==> src/rtl/pmp_pkg.sv <==
// Shared encodings for the PMP match engine: cfg field positions, address-match
// modes, privilege and access-type codes, and the scan FSM states.
package pmp_pkg;

  // Bit positions inside one 8-bit pmpcfg entry.
  localparam int CFG_R    = 0;
  localparam int CFG_W    = 1;
  localparam int CFG_X    = 2;
  localparam int CFG_A_LO = 3;
  localparam int CFG_A_HI = 4;
  localparam int CFG_L    = 7;

  // Address-matching mode held in the A field.
  typedef enum logic [1:0] {
    A_OFF   = 2'd0,
    A_TOR   = 2'd1,
    A_NA4   = 2'd2,
    A_NAPOT = 2'd3
  } pmp_a_e;

  // Privilege level of the requester; code 2 is unused.
  typedef enum logic [1:0] {
    PRIV_U = 2'd0,
    PRIV_S = 2'd1,
    PRIV_M = 2'd3
  } pmp_priv_e;

  // Access type; the reserved code is checked like an execute.
  typedef enum logic [1:0] {
    ACC_R    = 2'd0,
    ACC_W    = 2'd1,
    ACC_X    = 2'd2,
    ACC_RSVD = 2'd3
  } pmp_acc_e;

  // Scan FSM states.
  typedef enum logic [1:0] {
    ST_IDLE = 2'd0,
    ST_SCAN = 2'd1,
    ST_RESP = 2'd2
  } pmp_state_e;

endpackage

==> src/rtl/pmp_entry_match.sv <==
// Range decode for a single PMP entry. Classifies an access [base, base+2^size-1]
// as a full or partial match against the entry's byte range. All address math is
// one bit wider than the physical address so a top-of-space bound never wraps.
module pmp_entry_match
  import pmp_pkg::*;
#(
  parameter int PA_WIDTH = 34
) (
  input  logic [7:0]          i_cfg,
  input  logic [PA_WIDTH-3:0] i_pmpaddr,
  input  logic [PA_WIDTH-3:0] i_prev,
  input  logic [PA_WIDTH-1:0] i_acc_base,
  input  logic [1:0]          i_acc_size,
  output logic                o_full,
  output logic                o_partial
);

  localparam int AW = PA_WIDTH + 1;
  localparam int PW = PA_WIDTH - 2;

  logic [AW-1:0] addr_b;
  logic [AW-1:0] prev_b;
  logic [AW-1:0] acc_lo;
  logic [AW-1:0] acc_hi;
  logic [AW-1:0] rng_lo;
  logic [AW-1:0] rng_hi;
  logic [AW-1:0] napot_mask;
  logic [PW:0]   addr_ext;
  logic [PW:0]   napot_ones;
  logic          rng_valid;
  logic          overlap;
  logic          unused_cfg_bits;

  // Permission and lock bits are evaluated by the caller, not here.
  assign unused_cfg_bits = ^{i_cfg[CFG_L:5], i_cfg[CFG_X:CFG_R]};

  assign addr_b = {1'b0, i_pmpaddr, 2'b00};
  assign prev_b = {1'b0, i_prev, 2'b00};
  assign acc_lo = {1'b0, i_acc_base};
  assign acc_hi = acc_lo + ((AW'(1) << i_acc_size) - AW'(1));

  // x ^ (x+1) sets bits 0..t where t is the trailing-ones count. The extra MSB
  // lets an all-ones pmpaddr yield an all-ones mask covering the whole space.
  assign addr_ext   = {1'b0, i_pmpaddr};
  assign napot_ones = addr_ext ^ (addr_ext + (PW + 1)'(1));
  assign napot_mask = {napot_ones, 2'b11};

  // Inclusive byte range [rng_lo, rng_hi] selected by the A field.
  always_comb begin
    // NOTE: every output of a combinational block gets a default first so no path leaves it unassigned and infers a latch.
    rng_valid = 1'b0;
    rng_lo    = '0;
    rng_hi    = '0;
    unique case (pmp_a_e'(i_cfg[CFG_A_HI:CFG_A_LO]))
      A_OFF: begin
        rng_valid = 1'b0;
      end
      A_TOR: begin
        rng_valid = (i_prev < i_pmpaddr);
        rng_lo    = prev_b;
        rng_hi    = addr_b - AW'(1);
      end
      A_NA4: begin
        rng_valid = 1'b1;
        rng_lo    = addr_b;
        rng_hi    = addr_b | AW'(3);
      end
      A_NAPOT: begin
        rng_valid = 1'b1;
        rng_lo    = addr_b & ~napot_mask;
        rng_hi    = addr_b | napot_mask;
      end
      default: rng_valid = 1'b0;
    endcase
  end

  assign overlap   = rng_valid && (acc_lo <= rng_hi) && (acc_hi >= rng_lo);
  assign o_full    = rng_valid && (acc_lo >= rng_lo) && (acc_hi <= rng_hi);
  assign o_partial = overlap && !o_full;

endmodule

==> src/rtl/pmp_match_engine.sv <==
// Sequential PMP checker: accepts one physical-address request, walks the PMP
// entries in priority order one per cycle, and holds a hit/fault verdict on a
// valid/ready response port until the consumer takes it.
module pmp_match_engine
  import pmp_pkg::*;
#(
  parameter  int NUM_ENTRIES = 16,
  parameter  int PA_WIDTH    = 34,
  localparam int IDX_W       = (NUM_ENTRIES > 1) ? $clog2(NUM_ENTRIES) : 1
) (
  input  logic                            clk,
  input  logic                            rst,
  input  logic                            i_req_valid,
  output logic                            o_req_ready,
  input  logic [PA_WIDTH-1:0]             i_req_paddr,
  input  logic [1:0]                      i_req_size,
  input  logic [1:0]                      i_req_type,
  input  logic [1:0]                      i_req_priv,
  input  logic [8*NUM_ENTRIES-1:0]        i_pmpcfg,
  input  logic [(PA_WIDTH-2)*NUM_ENTRIES-1:0] i_pmpaddr,
  output logic                            o_rsp_valid,
  input  logic                            i_rsp_ready,
  output logic                            o_rsp_hit,
  output logic                            o_rsp_fault,
  output logic [IDX_W-1:0]                o_rsp_idx,
  output logic                            o_busy
);

  localparam int PW = PA_WIDTH - 2;
  localparam logic [IDX_W-1:0] LAST_IDX = IDX_W'(NUM_ENTRIES - 1);

  pmp_state_e          state_q, state_d;
  logic [IDX_W-1:0]    idx_q, idx_d;
  logic [PW-1:0]       prev_q, prev_d;
  logic [PA_WIDTH-1:0] paddr_q, paddr_d;
  logic [1:0]          size_q, size_d;
  logic [1:0]          type_q, type_d;
  logic [1:0]          priv_q, priv_d;
  logic                hit_q, hit_d;
  logic                fault_q, fault_d;
  logic [IDX_W-1:0]    rsp_idx_q, rsp_idx_d;

  logic [7:0]          cfg_arr  [NUM_ENTRIES];
  logic [PW-1:0]       addr_arr [NUM_ENTRIES];
  logic [7:0]          cfg_sel;
  logic [PW-1:0]       addr_sel;
  logic                ent_full;
  logic                ent_partial;
  logic                perm_bit;
  logic                allowed;

  // Unpack the flat configuration buses into per-entry views.
  always_comb begin
    for (int i = 0; i < NUM_ENTRIES; i++) begin
      cfg_arr[i]  = i_pmpcfg[8*i +: 8];
      addr_arr[i] = i_pmpaddr[PW*i +: PW];
    end
  end

  assign cfg_sel  = cfg_arr[idx_q];
  assign addr_sel = addr_arr[idx_q];

  pmp_entry_match #(
    .PA_WIDTH (PA_WIDTH)
  ) u_entry_match (
    .i_cfg      (cfg_sel),
    .i_pmpaddr  (addr_sel),
    .i_prev     (prev_q),
    .i_acc_base (paddr_q),
    .i_acc_size (size_q),
    .o_full     (ent_full),
    .o_partial  (ent_partial)
  );

  // Permission bit for the latched access type; reserved type checks X.
  always_comb begin
    perm_bit = cfg_sel[CFG_X];
    unique case (pmp_acc_e'(type_q))
      ACC_R:   perm_bit = cfg_sel[CFG_R];
      ACC_W:   perm_bit = cfg_sel[CFG_W];
      default: perm_bit = cfg_sel[CFG_X];
    endcase
  end

  // Machine mode bypasses R/W/X unless the entry is locked.
  assign allowed = perm_bit || ((priv_q == PRIV_M) && !cfg_sel[CFG_L]);

  // Next-state logic: accept, scan one entry per cycle, then hold the verdict.
  always_comb begin
    state_d   = state_q;
    idx_d     = idx_q;
    prev_d    = prev_q;
    paddr_d   = paddr_q;
    size_d    = size_q;
    type_d    = type_q;
    priv_d    = priv_q;
    hit_d     = hit_q;
    fault_d   = fault_q;
    rsp_idx_d = rsp_idx_q;
    unique case (state_q)
      ST_IDLE: begin
        if (i_req_valid) begin
          paddr_d = i_req_paddr & ~((PA_WIDTH'(1) << i_req_size) - PA_WIDTH'(1));
          size_d  = i_req_size;
          type_d  = i_req_type;
          priv_d  = i_req_priv;
          idx_d   = '0;
          prev_d  = '0;
          state_d = ST_SCAN;
        end
      end
      ST_SCAN: begin
        if (ent_full || ent_partial) begin
          hit_d     = 1'b1;
          fault_d   = ent_partial || !allowed;
          rsp_idx_d = idx_q;
          state_d   = ST_RESP;
        end else if (idx_q == LAST_IDX) begin
          hit_d     = 1'b0;
          fault_d   = (priv_q != PRIV_M);
          rsp_idx_d = '0;
          state_d   = ST_RESP;
        end else begin
          idx_d  = idx_q + IDX_W'(1);
          prev_d = addr_sel;
        end
      end
      ST_RESP: begin
        if (i_rsp_ready) begin
          state_d = ST_IDLE;
        end
      end
      default: state_d = ST_IDLE;
    endcase
  end

  // Control and response registers; reset abandons any in-flight request.
  always_ff @(posedge clk) begin
    // NOTE: sequential state uses non-blocking assignment so every register samples pre-edge values.
    if (rst) begin
      state_q   <= ST_IDLE;
      hit_q     <= 1'b0;
      fault_q   <= 1'b0;
      rsp_idx_q <= '0;
    end else begin
      state_q   <= state_d;
      hit_q     <= hit_d;
      fault_q   <= fault_d;
      rsp_idx_q <= rsp_idx_d;
    end
  end

  // Request latches and scan pointers, reloaded on every accept.
  always_ff @(posedge clk) begin
    // NOTE: pure datapath registers are left unreset; they are always written before being used.
    idx_q   <= idx_d;
    prev_q  <= prev_d;
    paddr_q <= paddr_d;
    size_q  <= size_d;
    type_q  <= type_d;
    priv_q  <= priv_d;
  end

  assign o_req_ready = (state_q == ST_IDLE);
  assign o_rsp_valid = (state_q == ST_RESP);
  assign o_busy      = (state_q != ST_IDLE);
  assign o_rsp_hit   = hit_q;
  assign o_rsp_fault = fault_q;
  assign o_rsp_idx   = rsp_idx_q;

endmodule

==> config.mk <==
export PLATFORM = sky130hd
export DESIGN_NAME = pmp_match_engine
export DESIGN_NICKNAME = d
export VERILOG_FILES = /design/src/rtl/pmp_pkg.sv /design/src/rtl/pmp_entry_match.sv /design/src/rtl/pmp_match_engine.sv
export SDC_FILE = /design/constraint.sdc
export NUM_CORES = 1
export LEC_CHECK = 0
export BUFFER_PORTS_ARGS = -buffer_cell sky130_fd_sc_hd__buf_2
export CAP_MARGIN = 5
export CORE_AREA = 5 5 266 268
export DETAILED_ROUTE_END_ITERATION = 16
export DIE_AREA = 0 0 271 273
export PLACE_DENSITY = 0.46
export SETUP_SLACK_MARGIN = 0.15
export SKIP_CTS_REPAIR_TIMING = 1
export SLEW_MARGIN = 20
export SYNTH_ARGS = -nofsm -noshare
export SYNTH_HDL_FRONTEND = slang
export SYNTH_HIERARCHICAL = 1
export SYNTH_SLANG_ARGS = --single-unit
==> constraint.sdc <==
create_clock -name clk -period 17.85 [get_ports clk]
set_input_delay 1.785 -clock clk [delete_from_list [all_inputs] [get_ports clk]]
set_output_delay 1.785 -clock clk [all_outputs]
set_load 0.02 [all_outputs]
==> metrics <==
outcome finished clean; row count 96; Hold Path Depth 2; worst rel slew slack between 30% and 40%; total track usage 21.6%; worst-margin pin slew 958 ps; Core ar. 68100 um2; Reg area 2440 um2; DR vias ~16000; Multi-input gate area 12100 um2; Layout area overhead 27.6%; Sw Share 55.2%; final core utilization 29.1%; CTS Root Cell clkbuf_16; CTS Buf Count 9; largest net degree at the start of global routing 118; RSZ-0062 raised after global routing false; Die Span Y 273 um; Cells after Synth 1597; peak supply drop approximately 140 uV; Ports 693; global-route wire length before repair 117000 um; Initial Util 22.8%; Max-cap violations 0; die width around 270 um; H-tree depth 3; Worst-path clk slew 80 ps; Gate power share between 80% and 90%; crit path DAT 9850 ps; Clock Sinks 84; Post-Route Skew 19.4 ps; final worst-path cycle share between 50 and 60%; DRC 0; f_max 105 MHz; vias per cell 5.24; setup TNS 0 ps; GP Congestion 0.979; Hold Path Class register to register; crit path launch type register; Worst Path Max Fanout 47; P_int 1910 uW; ratio of cells with drive above 1 in the final layout 40.7%; Placed Instances 3031; Antenna Violating Nets Remaining 0; non-filler instance count after layout 3064; post-DP HPWL 73800 um; clock buffer depth 2; Req. time, crit path 18130 ps; CP Capture Type register; syn avg cell area 9.73 um2; Seq pwr share 9.1%; max-slew violation count 0; NumNets Final 3052; FILL cells 7230; Mapped Area 15500 um2; clk_lat worst skew 380 ps; Die Area 74000 um2; R2R depth 27; PD cells about 220 nW/um2; Synth warnings 6; TritonCTS clock tree done; LEAKAGE 0.00865 uW; Iter 0 DRT Violations 990; Syn Nets 2488; Psw 2360 uW; kind of critical path register to register; clock power share approximately 4.8%; grt ovf 0; # setup viols final 0; drt first pass iters 5; Total Routed Length 83700 um; WL per Instance 27.3 um; vias in the first global route roughly 17000; Port Buf Inserts 660; Final Hold Viols 0; initial antenna violation count 53; Tmin final ~9600 ps
[routing by layer]
layer	share of wire [%]	up-vias	global-route usage, %
li1	-	7442	-
met1	42	7806	27.3
met2	49	653	37.0
met3	5.4	135	3.84
met4	3.3	18	7.43
met5	0.15	-	0
[stage by stage]
step                      setup WS [ps]  hold slack, ps  total power [uW]  cell area [um2]
after floorplan                    9000             540              3030            15500
after global placement             8350             469              3960            19500
after detailed placement           8410             494              4040            19500
after CTS                          8330             512              4260            19800
after global routing               7590             545              4720            19800
final                              8280             508              4270            19800
[sequential cells by signal, summed over array words and instances, names as in the netlist]
name,cells
type_q,2
o_rsp_fault,1
state_q,2
size_q,2
prev_q,32
o_rsp_idx,4
paddr_q,34
o_rsp_hit,1
priv_q,2
idx_q,4
[power by group through the flow]
stage	logic, uW	registers [uW]	clock network [uW]
after global placement	3570	394	0
after global routing	4100	398	218
after CTS	3660	391	211
final	3680	388	203
after detailed placement	3640	394	0
after floorplan	2660	371	0
[final cells by class]
cell class	instances	area share, %
multi-input combinational	1295	61.0
timing repair buffer	679	17.6
sequential	84	12.3
tap	882	5.56
inverter	92	1.74
clock buffer	10	1.26
clock inverter	6	0.315
antenna	16	0.202
[critical path, stage by stage (launching register included)]
cell and delay (ps):
edfxtp_1 360, buf_4 520, buf_4 780, mux4_1 650
mux2_2 290, nand2_1 120, o21ai_1 310, inv_1 240
ha_1 250, nor4b_2 570, nand3_2 260, or3_1 470
nor3_2 200, nand3_1 120, xnor2_1 150, o21ai_1 120
ha_1 340, nand4_1 140, nor4_1 450, nand4_1 180
or4_1 630, a22o_1 310, nor2b_1 350, a311o_1 300
a21oi_1 100, a311oi_1 660, a2111oi_0 190, nor3_1 310
[cell usage in the layout, fill, tap and decap left out, drive strengths merged, types with 29 or more instances in the layout]
cell type and instances:
nor3 29, mux2 33, nand4 37, inv 93, a21oi 111, buf 679
o21ai 100, mux4 151, mux2i 42, nand3 40, ha 206, edfxtp 76
nor2 73, xnor2 31, and2 37, nand2 118
[worst paths after layout]
path,startpoint,to,slack (ps)
setup / recovery,idx_q[0],o_rsp_fault,8280
hold / removal,o_rsp_hit,o_rsp_hit,510
setup reg to reg,idx_q[0],o_rsp_fault,8280
hold reg to reg,o_rsp_hit,o_rsp_hit,510
Power figures use the tool's default switching activity.
